===== config.mk =====
export PLATFORM = sky130hd
export DESIGN_NAME = fft_lane_mux_flat
export DESIGN_NICKNAME = d
export VERILOG_FILES = /design/src/rtl/fft_lane_mux_if.sv /design/src/rtl/fft_lane_mux.sv /design/src/flat_wrapper.sv
export SDC_FILE = /design/constraint.sdc
export NUM_CORES = 1
export LEC_CHECK = 0
export ABC_AREA = 1
export BUFFER_PORTS_ARGS = -buffer_cell sky130_fd_sc_hd__buf_4
export CAP_MARGIN = 20
export CORE_AREA = 2 2 217 219
export CTS_CLUSTER_SIZE = 10
export DETAILED_ROUTE_END_ITERATION = 12
export DIE_AREA = 0 0 219 221
export GPL_TIMING_DRIVEN = 0
export PLACE_DENSITY = 0.65
export SLEW_MARGIN = 10
export SYNTH_ARGS = -nofsm -noshare
export SYNTH_HDL_FRONTEND = slang
export SYNTH_SLANG_ARGS = --single-unit

===== constraint.sdc =====
create_clock -name clk -period 1.65 [get_ports clk]
set_input_delay 0 -clock clk [delete_from_list [all_inputs] [get_ports clk]]
set_output_delay 0 -clock clk [all_outputs]
set_load 0.1 [all_outputs]

===== src/rtl/fft_lane_mux_if.sv =====
// Bus bundle for fft_lane_mux: stage inputs, lane source and registered outputs.
// master drives the datapath inputs; slave is the mux itself.
interface fft_lane_mux_if #(
   parameter int unsigned LANE_W    = 34,
   parameter int unsigned LANES     = 4,
   parameter int unsigned FRAME_LEN = 16
);
   localparam int unsigned W  = LANE_W * LANES;
   localparam int unsigned SW = $clog2(FRAME_LEN);

   logic          en;
   logic          sync;
   logic          mux_flag;
   logic [W-1:0]  data_in_1;
   logic [W-1:0]  data_in_2;
   logic [W-1:0]  data_in_3;
   logic [W-1:0]  data_out;
   logic          out_valid;
   logic          ins_flag;
   logic          ins_miss;
   logic [SW-1:0] slot;

   modport master (
      output en, sync, mux_flag, data_in_1, data_in_2, data_in_3,
      input  data_out, out_valid, ins_flag, ins_miss, slot
   );

   modport slave (
      input  en, sync, mux_flag, data_in_1, data_in_2, data_in_3,
      output data_out, out_valid, ins_flag, ins_miss, slot
   );
endinterface


===== src/rtl/fft_lane_mux.sv =====
// FFT stage output selector: registers one of two words per slot and, once per
// frame, injects a word assembled from lanes collected over a capture window.
module fft_lane_mux #(
   parameter int unsigned LANE_W    = 34,
   parameter int unsigned LANES     = 4,
   parameter int unsigned FRAME_LEN = 16,
   parameter int unsigned CAP_START = 14,
   parameter int unsigned INS_SLOT  = 2
) (
   input logic           clk,
   input logic           rst_n,
   fft_lane_mux_if.slave bus
);
   localparam int unsigned W  = LANE_W * LANES;
   localparam int unsigned SW = $clog2(FRAME_LEN);
   localparam logic [SW-1:0] INS_IDX = SW'(INS_SLOT);

   // True when the insertion slot collides with any capture slot.
   function automatic bit ins_in_window();
      for (int unsigned k = 0; k < LANES; k++) begin
         if (((CAP_START + k) % FRAME_LEN) == INS_SLOT) return 1'b1;
      end
      return 1'b0;
   endfunction

   localparam bit BAD_CFG = ins_in_window()
                          || ((FRAME_LEN & (FRAME_LEN - 1)) != 0)
                          || (FRAME_LEN < LANES + 1)
                          || (CAP_START >= FRAME_LEN)
                          || (INS_SLOT >= FRAME_LEN);

   if (BAD_CFG) begin : g_bad_cfg
      $fatal(1, "fft_lane_mux: illegal parameter set (insertion slot inside capture window or bad frame length)");
   end

   if (LANES > 1) begin : g_unused_hi
      logic unused_hi_c;
      assign unused_hi_c = ^bus.data_in_3[W-1:LANE_W];
   end

   logic [SW-1:0]                 slot_q, slot_nxt, cur_c;
   logic [LANES-1:0][LANE_W-1:0]  lane_q, lane_nxt;
   logic [LANES-1:0]              mask_q, mask_nxt;
   logic [W-1:0]                  dout_q, dout_nxt;
   logic                          valid_q, valid_nxt;
   logic                          ins_q, ins_nxt;
   logic                          miss_q, miss_nxt;

   // Next-state: slot advance, lane capture, insertion/mux selection.
   always_comb begin
      cur_c     = bus.sync ? '0 : slot_q;
      slot_nxt  = cur_c;
      lane_nxt  = lane_q;
      mask_nxt  = bus.sync ? '0 : mask_q;
      dout_nxt  = dout_q;
      valid_nxt = 1'b0;
      ins_nxt   = 1'b0;
      miss_nxt  = 1'b0;

      if (bus.en) begin
         slot_nxt  = cur_c + SW'(1);
         valid_nxt = 1'b1;
         dout_nxt  = bus.mux_flag ? bus.data_in_1 : bus.data_in_2;

         if (cur_c == INS_IDX) begin
            // Completeness judged after any same-cycle sync clear.
            if (&mask_nxt) begin
               dout_nxt = W'(lane_q);
               ins_nxt  = 1'b1;
            end else begin
               miss_nxt = 1'b1;
            end
            mask_nxt = '0;
         end

         for (int unsigned k = 0; k < LANES; k++) begin
            if (cur_c == SW'((CAP_START + k) % FRAME_LEN)) begin
               lane_nxt[k] = bus.data_in_3[LANE_W-1:0];
               mask_nxt[k] = 1'b1;
            end
         end
      end
   end

   always_ff @(posedge clk or negedge rst_n) begin
      if (!rst_n) begin
         slot_q  <= '0;
         lane_q  <= '0;
         mask_q  <= '0;
         dout_q  <= '0;
         valid_q <= 1'b0;
         ins_q   <= 1'b0;
         miss_q  <= 1'b0;
      end else begin
         slot_q  <= slot_nxt;
         lane_q  <= lane_nxt;
         mask_q  <= mask_nxt;
         dout_q  <= dout_nxt;
         valid_q <= valid_nxt;
         ins_q   <= ins_nxt;
         miss_q  <= miss_nxt;
      end
   end

   assign bus.slot      = slot_q;
   assign bus.data_out  = dout_q;
   assign bus.out_valid = valid_q;
   assign bus.ins_flag  = ins_q;
   assign bus.ins_miss  = miss_q;
endmodule


===== src/flat_wrapper.sv =====
// flat-port wrapper written by rule: the top's interface ports become plain ports
module fft_lane_mux_flat 
#(
   parameter int unsigned LANE_W    = 34,
   parameter int unsigned LANES     = 4,
   parameter int unsigned FRAME_LEN = 16,
   parameter int unsigned CAP_START = 14,
   parameter int unsigned INS_SLOT  = 2
)
  (clk, rst_n, bus_en, bus_sync, bus_mux_flag, bus_data_in_1, bus_data_in_2, bus_data_in_3, bus_data_out, bus_out_valid, bus_ins_flag, bus_ins_miss, bus_slot);
  fft_lane_mux_if #(.LANE_W(LANE_W), .LANES(LANES), .FRAME_LEN(FRAME_LEN)) bus_i ();
  input logic clk;
  input logic rst_n;
  input wire logic [$bits(bus_i.en)-1:0] bus_en;
  input wire logic [$bits(bus_i.sync)-1:0] bus_sync;
  input wire logic [$bits(bus_i.mux_flag)-1:0] bus_mux_flag;
  input wire logic [$bits(bus_i.data_in_1)-1:0] bus_data_in_1;
  input wire logic [$bits(bus_i.data_in_2)-1:0] bus_data_in_2;
  input wire logic [$bits(bus_i.data_in_3)-1:0] bus_data_in_3;
  output wire logic [$bits(bus_i.data_out)-1:0] bus_data_out;
  output wire logic [$bits(bus_i.out_valid)-1:0] bus_out_valid;
  output wire logic [$bits(bus_i.ins_flag)-1:0] bus_ins_flag;
  output wire logic [$bits(bus_i.ins_miss)-1:0] bus_ins_miss;
  output wire logic [$bits(bus_i.slot)-1:0] bus_slot;
  assign bus_i.en = bus_en;
  assign bus_i.sync = bus_sync;
  assign bus_i.mux_flag = bus_mux_flag;
  assign bus_i.data_in_1 = bus_data_in_1;
  assign bus_i.data_in_2 = bus_data_in_2;
  assign bus_i.data_in_3 = bus_data_in_3;
  assign bus_data_out = bus_i.data_out;
  assign bus_out_valid = bus_i.out_valid;
  assign bus_ins_flag = bus_i.ins_flag;
  assign bus_ins_miss = bus_i.ins_miss;
  assign bus_slot = bus_i.slot;
  fft_lane_mux #(.LANE_W(LANE_W), .LANES(LANES), .FRAME_LEN(FRAME_LEN), .CAP_START(CAP_START), .INS_SLOT(INS_SLOT)) u_core (.clk(clk), .rst_n(rst_n), .bus(bus_i));
endmodule

* After elaboration in Yosys (flattened, before gate mapping)
Index checks and enable logic that the tools add are counted.
** Word-level totals
- Flip-flop bits (word level) :: 283
- Latch bits :: 0
- Memory bits (writable) :: 0
- Bits in read-only memories :: 0
- Output and inout port bits :: 143
- Word-level logic and storage cells :: 40
- Memories :: 0
** Cells by class
- $add $sub $neg :: 1
- Multiply operators :: 0
- Divide/modulo/power cells :: 0
- Magnitude comparators :: 0
- Eq/ne operators :: 4
- Shift operators :: 0
- Muxes and demuxes :: 19
- Bitwise gates (word level) :: 0
- Reductions and logical operators :: 6
** Operator list (count)
- 136-bit 2-to-1 mux :: 3
- 4-bit 2-to-1 mux :: 5
- 1-bit 2-to-1 mux :: 11
- 4-bit == test (second input constant) :: 2
- 2-bit AND reduction :: 4
- 4-bit by 1-bit adder with 4-bit output (second input constant) :: 1
- 4-bit by 1-bit == test with 1-bit output (second input constant) :: 1
- 4-bit by 2-bit == test with 1-bit output (second input constant) :: 1
- 4-bit logical NOT :: 1
- 4-bit AND reduction :: 1

* Longest topological paths before layout
Gate-level depths: netlist of run 1.
- Word-level depth :: 5
- Depth in mapped cells :: 11

* Worst setup path after synthesis of run 1
OpenSTA, ideal clock, no wires.
- Path type :: register -> register
- Start :: reg u_core.slot_q[1] (netlist: u_core.bus.slot[1])
- End :: reg u_core.lane_q[0] (netlist name)
- Arrival :: 2.242 ns
- Required time :: 1.524 ns
- Slack :: -0.718 ns
- Cell stages (with the launch flop) :: 9
- Period minus slack after synthesis :: 2.368 ns
- Path through :: dfrtp_1 > inv_1 > nor2_1 > ha_1 > nand3_1 > nor2_1 > buf_2 > buf_2 > o21ai_0
** On the way
- Longest elaborated chain between the ends :: 3
** Ends and longest elaborated chain
- start, declared :: line fft_lane_mux.sv:41 : logic [SW-1:0] slot_q, slot_nxt, cur_c;
- start signal, assigned :: line fft_lane_mux.sv:95 : slot_q <= slot_nxt;
- 4-bit 2-to-1 mux :: line fft_lane_mux.sv:51 : cur_c = bus.sync ? '0 : slot_q;
- 4-bit == test :: line fft_lane_mux.sv:77 : if (cur_c == SW'((CAP_START + k) % FRAME_LEN)) begin
- 2-bit AND reduction (no line)
- end signal, assigned :: line fft_lane_mux.sv:96 : lane_q <= lane_nxt;
- end, declared :: line fft_lane_mux.sv:42 : logic [LANES-1:0][LANE_W-1:0] lane_q, lane_nxt;
Every way passes these cells.
A chain may end at the register's enable or synchronous reset.

* Final worst setup path of run 1
- Start :: reg u_core.slot_q[0] (netlist: u_core.bus.slot[0])
- End :: reg u_core.dout_q[104] (netlist: u_core.bus.data_out[104])
** On the way
- Longest elaborated chain between the ends :: 3
** Ends and longest elaborated chain
- 4-bit 2-to-1 mux :: line fft_lane_mux.sv:51
- 4-bit by 2-bit == test with 1-bit output :: line fft_lane_mux.sv:65 : if (cur_c == INS_IDX) begin
- 136-bit 2-to-1 mux :: line fft_lane_mux.sv:65
- end signal, assigned :: line fft_lane_mux.sv:98 : dout_q <= dout_nxt;
- end, declared :: line fft_lane_mux.sv:44 : logic [W-1:0] dout_q, dout_nxt;
Every way passes these cells.

==> impl_metrics.tcl, run 1 <==
set metrics [dict create \
    timing.final.crit_period_ns 1.85 \
    synth.avg_cell_area_um2 7.22 \
    power.density_nw_per_um2 931 \
    clk_path_buf_depth 3 \
    gp_congestion 0.896 \
    netlist_top_cells_count "nand2_1, inv_1, dfrtp_1, nand3_1, o21ai_0" \
    crit_fanout 10 \
    insertion_delay_ns 0.55 \
    track_usage_pct 25.4 \
    boundaryPins 556 \
    synth_top_area_share_pct 49.3 \
    cp_slowest_stage_delay_ns 0.43 \
    overflow 0 \
    crit_arrival_ns 2.29 \
    setup_tns_ns -32.93 \
    finalHoldViolations 0 \
    synth_fp_nets 2407 \
    path_class "reg2reg" \
    yosysTopAreaCell "dfrtp_1" \
    max_cap_viol_count 0 \
    critical-path-slowest-cell "dfrtp_4" \
    critPathRequiredTime_ns 2.08 \
    violations "setup timing" \
    drcViolationCount 0 \
    crit_top_cell "nand2_1" \
    yosys.cell_count.top_type "nand2_1" \
    max-vdd-ir-drop_uv 633 \
    slew_violations 0 \
    async_reset_ff_share_pct 100 \
    dieArea_um2 48400 \
    grt_pass1_vias 16947 \
    start_util_pct 31.2 \
    synth_edf_count 0 \
    synth_cell_type_count 24 \
    drt_iter0_markers 1178 \
    root_buffer "clkbuf_16" \
    clock_sinks 283 \
    rsz0062_at_grt "yes" \
    cts_inserted_buffers 36 \
    core-area_um2 46100 \
    drive_above_1_share_pct 26.7 \
    slew_headroom_pct 47.7 \
    ys_ff_latch 283 \
    path_cells "inv_4 -> nor2_4 -> inv_2 -> ha_4 -> buf_4 -> nand3_4 -> buf_12 -> buf_8 -> nand2_1 -> nand3_2 -> nand2_1" \
    path_clk_slew_ns 0.06 \
    endpoint_kind "flop" \
    cts_tree "yes" \
    areaGrowthSynthToFinish_pct 72.4 \
    setup_slack_ns -0.204 \
    ys_seq_area_share_pct 49.3 \
    synthFlopType "dfrtp_1" \
    die_w_um 219 \
    drt-total-wl_um 64100 \
    grt_max_degree 111 \
    grt_first_pass_wirelength_um 94000 \
    cts.htree.levels 2 \
    vias 16540 \
    skew_ns 0.0165 \
    status "complete, but fails checks" \
    p_leak_nw 12.7 \
    dr_wl_met2_um 31500 \
    num_rows 79 \
    antenna_found_initial 6 \
    drt-met1-wl_um 25800 \
    synth_area_leaders "dfrtp_1, nand2_1, nand3_1" \
    portBuffers 452 \
    critPathTopFamily "buffers and inverters" \
    cp-start-kind "flop" \
    finalCritPeriodShare_pct 112 \
    synthCells 1991 \
    path_buf_inv 5 \
    dp_hpwl_um 43300 \
    die_y_um 221 \
    ant_nets 0 \
    rrSetupSlack_ns -0.20 \
    setup_viol 273 \
    maxUsedRoutingLayer "met5" \
    ys_warn_count 0 \
    min_path_type "in2async" \
    met3WireLength_um 4360 \
    synth_area_um2 14400 \
    tightest_slew_ns 0.785 \
    nets 3263 \
    viasPerCell 4.76 \
    max_freq_mhz 539 \
    pre_cts_ws_ns -0.502 \
    drt_pass1_iterations 6 \
    wl_per_cell_um 18.4 \
]
metal layers:
metal	up-vias	track usage [%]
met5	-	0
met3	160	5.35
met4	4	10.8
met2	641	43.1
met1	7847	31.2
li1	7888	-
power breakdown:
| part | internal (mW) | total (mW) | leakage, nW | switching, mW |
|---|---|---|---|---|
| registers | 7.73 | 8.22 | 3.38 | 0.488 |
| clock network | 4.40 | 7.44 | 0.534 | 3.04 |
| logic | 2.45 | 7.43 | 8.74 | 4.98 |
| total | 14.6 | 23.1 | 12.7 | 8.51 |
sequential cells by signal (all words and copies together) (netlist names):
signal / flops
u_core.bus.data_out: 136
u_core.bus.ins_miss: 1
u_core.bus.ins_flag: 1
u_core.lane_q: 136
u_core.bus.slot: 4
u_core.mask_q: 4
u_core.bus.out_valid: 1
metrics by stage:
step	hold WS (ns)	instances	instance area (um^2)	utilization, %	power (mW)
6_report	0.0632	3476	24800	53.8	23.1
5_1_grt	0.164	3473	24800	53.8	24.0
3_3_place_gp	0.162	3050	18800	40.7	14.4
3_5_place_dp	0.0952	3055	18900	41.0	14.5
4_1_cts	0.0705	3448	23900	51.8	22.9
2_1_floorplan	-0.296	1991	14600	-	12.4
path summary, 6_finish.rpt:
path	startpoint	end	cells past startpoint
hold / removal	rst_n	u_core.bus.data_out[56]	2
min in group clk	bus_sync	u_core.bus.slot[2]	6
max in group asynchronous	rst_n	u_core.bus.data_out[126]	3
setup reg to reg	u_core.bus.slot[0]	u_core.bus.data_out[104]	11
setup / recovery	u_core.bus.slot[0]	u_core.bus.data_out[104]	11
hold reg to reg	u_core.bus.data_out[114]	u_core.bus.data_out[114]	2
layout make-up:
| class | instances | area [um^2] |
|---|---|---|
| inverter | 313 | 1180 |
| antenna | 3 | 7.51 |
| sequential | 283 | 7090 |
| timing repair buffer | 818 | 7310 |
| multi-input combinational | 1262 | 6270 |
| clock buffer | 53 | 1060 |
| buffer | 133 | 1090 |
| clock inverter | 4 | 27.5 |
| fill | 4089 | 21300 |
| tap | 607 | 759 |
worst register-to-register path: stages (launching register included):
cell	delay (ns)
dfrtp_4	0.43
inv_4	0.04
nor2_4	0.13
inv_2	0.07
ha_4	0.17
buf_4	0.16
nand3_4	0.15
buf_12	0.20
buf_8	0.15
nand2_1	0.08
nand3_2	0.09
nand2_1	0.07
layout by cell type (no fill, tap or decap), types with 26 or more instances in the layout:
cell	n
clkbuf_1	57
nand3_4	26
nand3_2	60
nand3_1	190
o21ai_0	214
dfrtp_1	279
buf_6	29
dlygate4sd3_1	315
buf_4	479
nand2_1	674
clkbuf_16	47
o21ai_1	53
inv_1	307
kinds of logic (layout without fill, tap and decap cells):
kind of cell	count (synthesis)	in the layout	share of synthesized area [%]
AO/OA/AOI/OAI	278	278	9.71
XOR/XNOR	3	3	0.183
adder cells (fa/ha/maj)	3	3	0.261
buffers and inverters	446	1321	12.5
flip-flops	283	283	49.3
other	0	3	0
AND/OR/NAND/NOR	978	978	28.1
timing repair:
action,in CTS,in global routing
resized for setup,109,203
setup buffers,17,14
setup endpoints to repair,235,279
gates cloned,4,11
pin swaps,9,21
endpoints found under the hold margin,334,0
hold buffers,315,0
(Power assumes the default switching activity.)
==> run 2, diff against run 1 <==
--- a/config.mk
+++ b/config.mk
@@ -10,9 +10,8 @@
 export CAP_MARGIN = 20
-export CORE_AREA = 2 2 217 219
+export CORE_AREA = 2 2 216 218
 export CTS_CLUSTER_SIZE = 10
 export DETAILED_ROUTE_END_ITERATION = 12
-export DIE_AREA = 0 0 219 221
+export DIE_AREA = 0 0 218 220
 export GPL_TIMING_DRIVEN = 0
-export PLACE_DENSITY = 0.65
-export SLEW_MARGIN = 10
+export PLACE_DENSITY = 0.66
 export SYNTH_ARGS = -nofsm -noshare
==> constraint.sdc (replaced) <==
create_clock -name clk -period 1.65 [get_ports clk]
set_input_delay 0.165 -clock clk [delete_from_list [all_inputs] [get_ports clk]]
set_output_delay 0.165 -clock clk [all_outputs]
set_load 0.1 [all_outputs]
==> run 2 against run 1 <==
Compared with the run above: the run still ends with setup timing left; critical path depth increased by 1; worst setup slack improved by 0.021 ns; first-iteration DRC count increased by 13%; count of clock-buffer cells in the layout decreased by 8; fmax increased by 1.1%; critical path type unchanged; critical endpoint is now u_core.bus.data_out[121]; highest routed layer is now met4.
==> impl_metrics.tcl, run 2 (synthesized netlist as in run 1, its figures left out) <==
set metrics [dict create \
    skew_ns 0.0175 \
    grt_pass1_vias 15696 \
    drt_pass1_iterations 5 \
    drt_iter0_markers 1337 \
    reg2reg_from "u_core.bus.slot[0]" \
    cts_tree "yes" \
    cts.htree.levels 2 \
    areaGrowthSynthToFinish_pct 65.5 \
    crit_fanout 6 \
    critPathRequiredTime_ns 2.08 \
    cp-start-kind "flop" \
    whs_endpoint "u_core.bus.data_out[65]" \
    worstRegToRegCells 12 \
    die_w_um 218 \
    max-vdd-ir-drop_uv 615 \
    drt-total-wl_um 61700 \
    overflow 0 \
    core-area_um2 45900 \
    max_freq_mhz 545 \
    post-route-cell-area_um2 23800 \
    grt_max_degree 120 \
    insertion_delay_ns 0.55 \
    clk_path_buf_depth 3 \
    portBuffers 452 \
    viasPerCell 4.80 \
    setup_viol 187 \
    dieArea_um2 48000 \
    p_leak_nw 11.9 \
    tightest_slew_ns 0.751 \
    rrSetupSlack_ns -0.18 \
    power.density_nw_per_um2 941 \
    grt_first_pass_wirelength_um 88000 \
    path_clk_slew_ns 0.06 \
    num_rows 79 \
    min_path_type "in2reg" \
    p_total_mw 22.4 \
    hold_depth 5 \
    place_inst 3054 \
    dp_hpwl_um 42600 \
    track_usage_pct 24.3 \
    path_class "reg2reg" \
    status "complete, but fails checks" \
    boundaryPins 556 \
    fin_cells 3313 \
    drcViolationCount 0 \
    rsz0062_at_grt "yes" \
    reg2reg_to "u_core.bus.data_out[121]" \
    nets 3103 \
    root_buffer "clkbuf_16" \
    hp-start "bus_data_in_2[65]" \
    endpoint_kind "flop" \
    timing.final.crit_period_ns 1.83 \
    holdWs_ns 0.0290 \
    final_common_cell "nand2_1" \
    clock_sinks 283 \
    setup_slack_ns -0.183 \
    ant_nets 0 \
    wl_per_cell_um 18.6 \
    die_y_um 220 \
    max_cap_viol_count 0 \
    finalHoldViolations 0 \
    finalCritPeriodShare_pct 111 \
    violations "setup timing" \
    slew_violations 0 \
    slew_headroom_pct 49.4 \
    place_area_um2 18900 \
    vias 15906 \
    gp_congestion 0.908 \
    start_util_pct 31.4 \
    crit_arrival_ns 2.26 \
    antenna_found_initial 6 \
    drive_above_1_share_pct 31.2 \
    cts_inserted_buffers 35 \
    final_cell_mix "nand2_1, buf_4, inv_1" \
]
run 2: cell count changes in the layout (fill, tap and decap cells not counted), moves of 11 or more:
| cell | previous run | this run |
|---|---|---|
| nand3_2 | 60 | 141 |
| nand3_1 | 190 | 80 |
| o21ai_0 | 214 | 233 |
| dlygate4sd3_1 | 315 | 168 |
| nand3_4 | 26 | 55 |
| o21ai_1 | 53 | 42 |
| buf_8 | 24 | 12 |
run 2: how the worst max path moves through the flow:
stage                        from                       end  slack (ns)  cells past startpoint
6_report       u_core.bus.slot[0]  u_core.bus.data_out[121]       -0.18                     12
5_1_grt        u_core.bus.slot[0]  u_core.bus.data_out[115]       -0.24                     12
4_1_cts          u_core.mask_q[2]   u_core.bus.data_out[77]       -0.14                      7
3_5_place_dp   u_core.bus.slot[0]   u_core.bus.data_out[79]       -0.46                     11
3_3_place_gp                rst_n        u_core.bus.slot[0]       -2.58                      1
2_1_floorplan  u_core.bus.slot[0]          u_core.lane_q[0]       -0.11                      9
run 2: worst max-delay path, cell delays in order, from the launching register on:
cell,delay [ns]
dfrtp_4,0.47
inv_2,0.07
nor2_4,0.05
inv_2,0.07
ha_4,0.16
inv_4,0.05
nor2_4,0.14
buf_12,0.15
buf_12,0.15
clkbuf_16,0.16
nand3_2,0.09
nand3_2,0.09
nand2_1,0.05
run 2: repair_timing:
action	4_1_cts	5_1_grt
hold buffers	168	0
gates resized for setup	107	285
buffers inserted	15	5
pin swaps	23	116
endpoints found under the hold margin	240	0
gates cloned	3	13
endpoints found under the setup margin	201	269
run 2: area by class of cell:
class | count | area [um^2]
fillers | 4147 | 22100
flip-flops and latches | 283 | 7090
multi-input cells | 1262 | 6990
repair buffers | 659 | 5780
inverters | 313 | 1180
plain buffers | 133 | 1010
clock buffers | 45 | 913
well taps | 607 | 759
clock inverters | 5 | 61.3
diodes | 6 | 15.0
run 2: metal layers:
layer | vias up | GRT usage [%] | wire (um)
met1 | 7579 | 30.3 | 25100
met3 | 126 | 5.15 | 4420
met4 | 0 | 10.7 | 2280
met2 | 615 | 40.7 | 29800
li1 | 7586 | - | -
met5 | - | 0 | 0
run 2: stage by stage:
stage	util, %	setup WS [ns]	setup TNS [ns]
global placement	40.9	-2.58	-647.12
detailed placement	41.1	-0.465	-63.39
CTS	48.5	-0.137	-16.14
finish	51.9	-0.183	-16.77
floorplan	-	-0.109	-13.84
global route	51.9	-0.240	-28.46
run 2: power by group:
part / leakage (nW) / switching [mW] / internal [mW]
registers: 3.38 / 0.473 / 7.73
logic: 8.09 / 4.95 / 2.18
clock network: 0.475 / 3.02 / 4.02
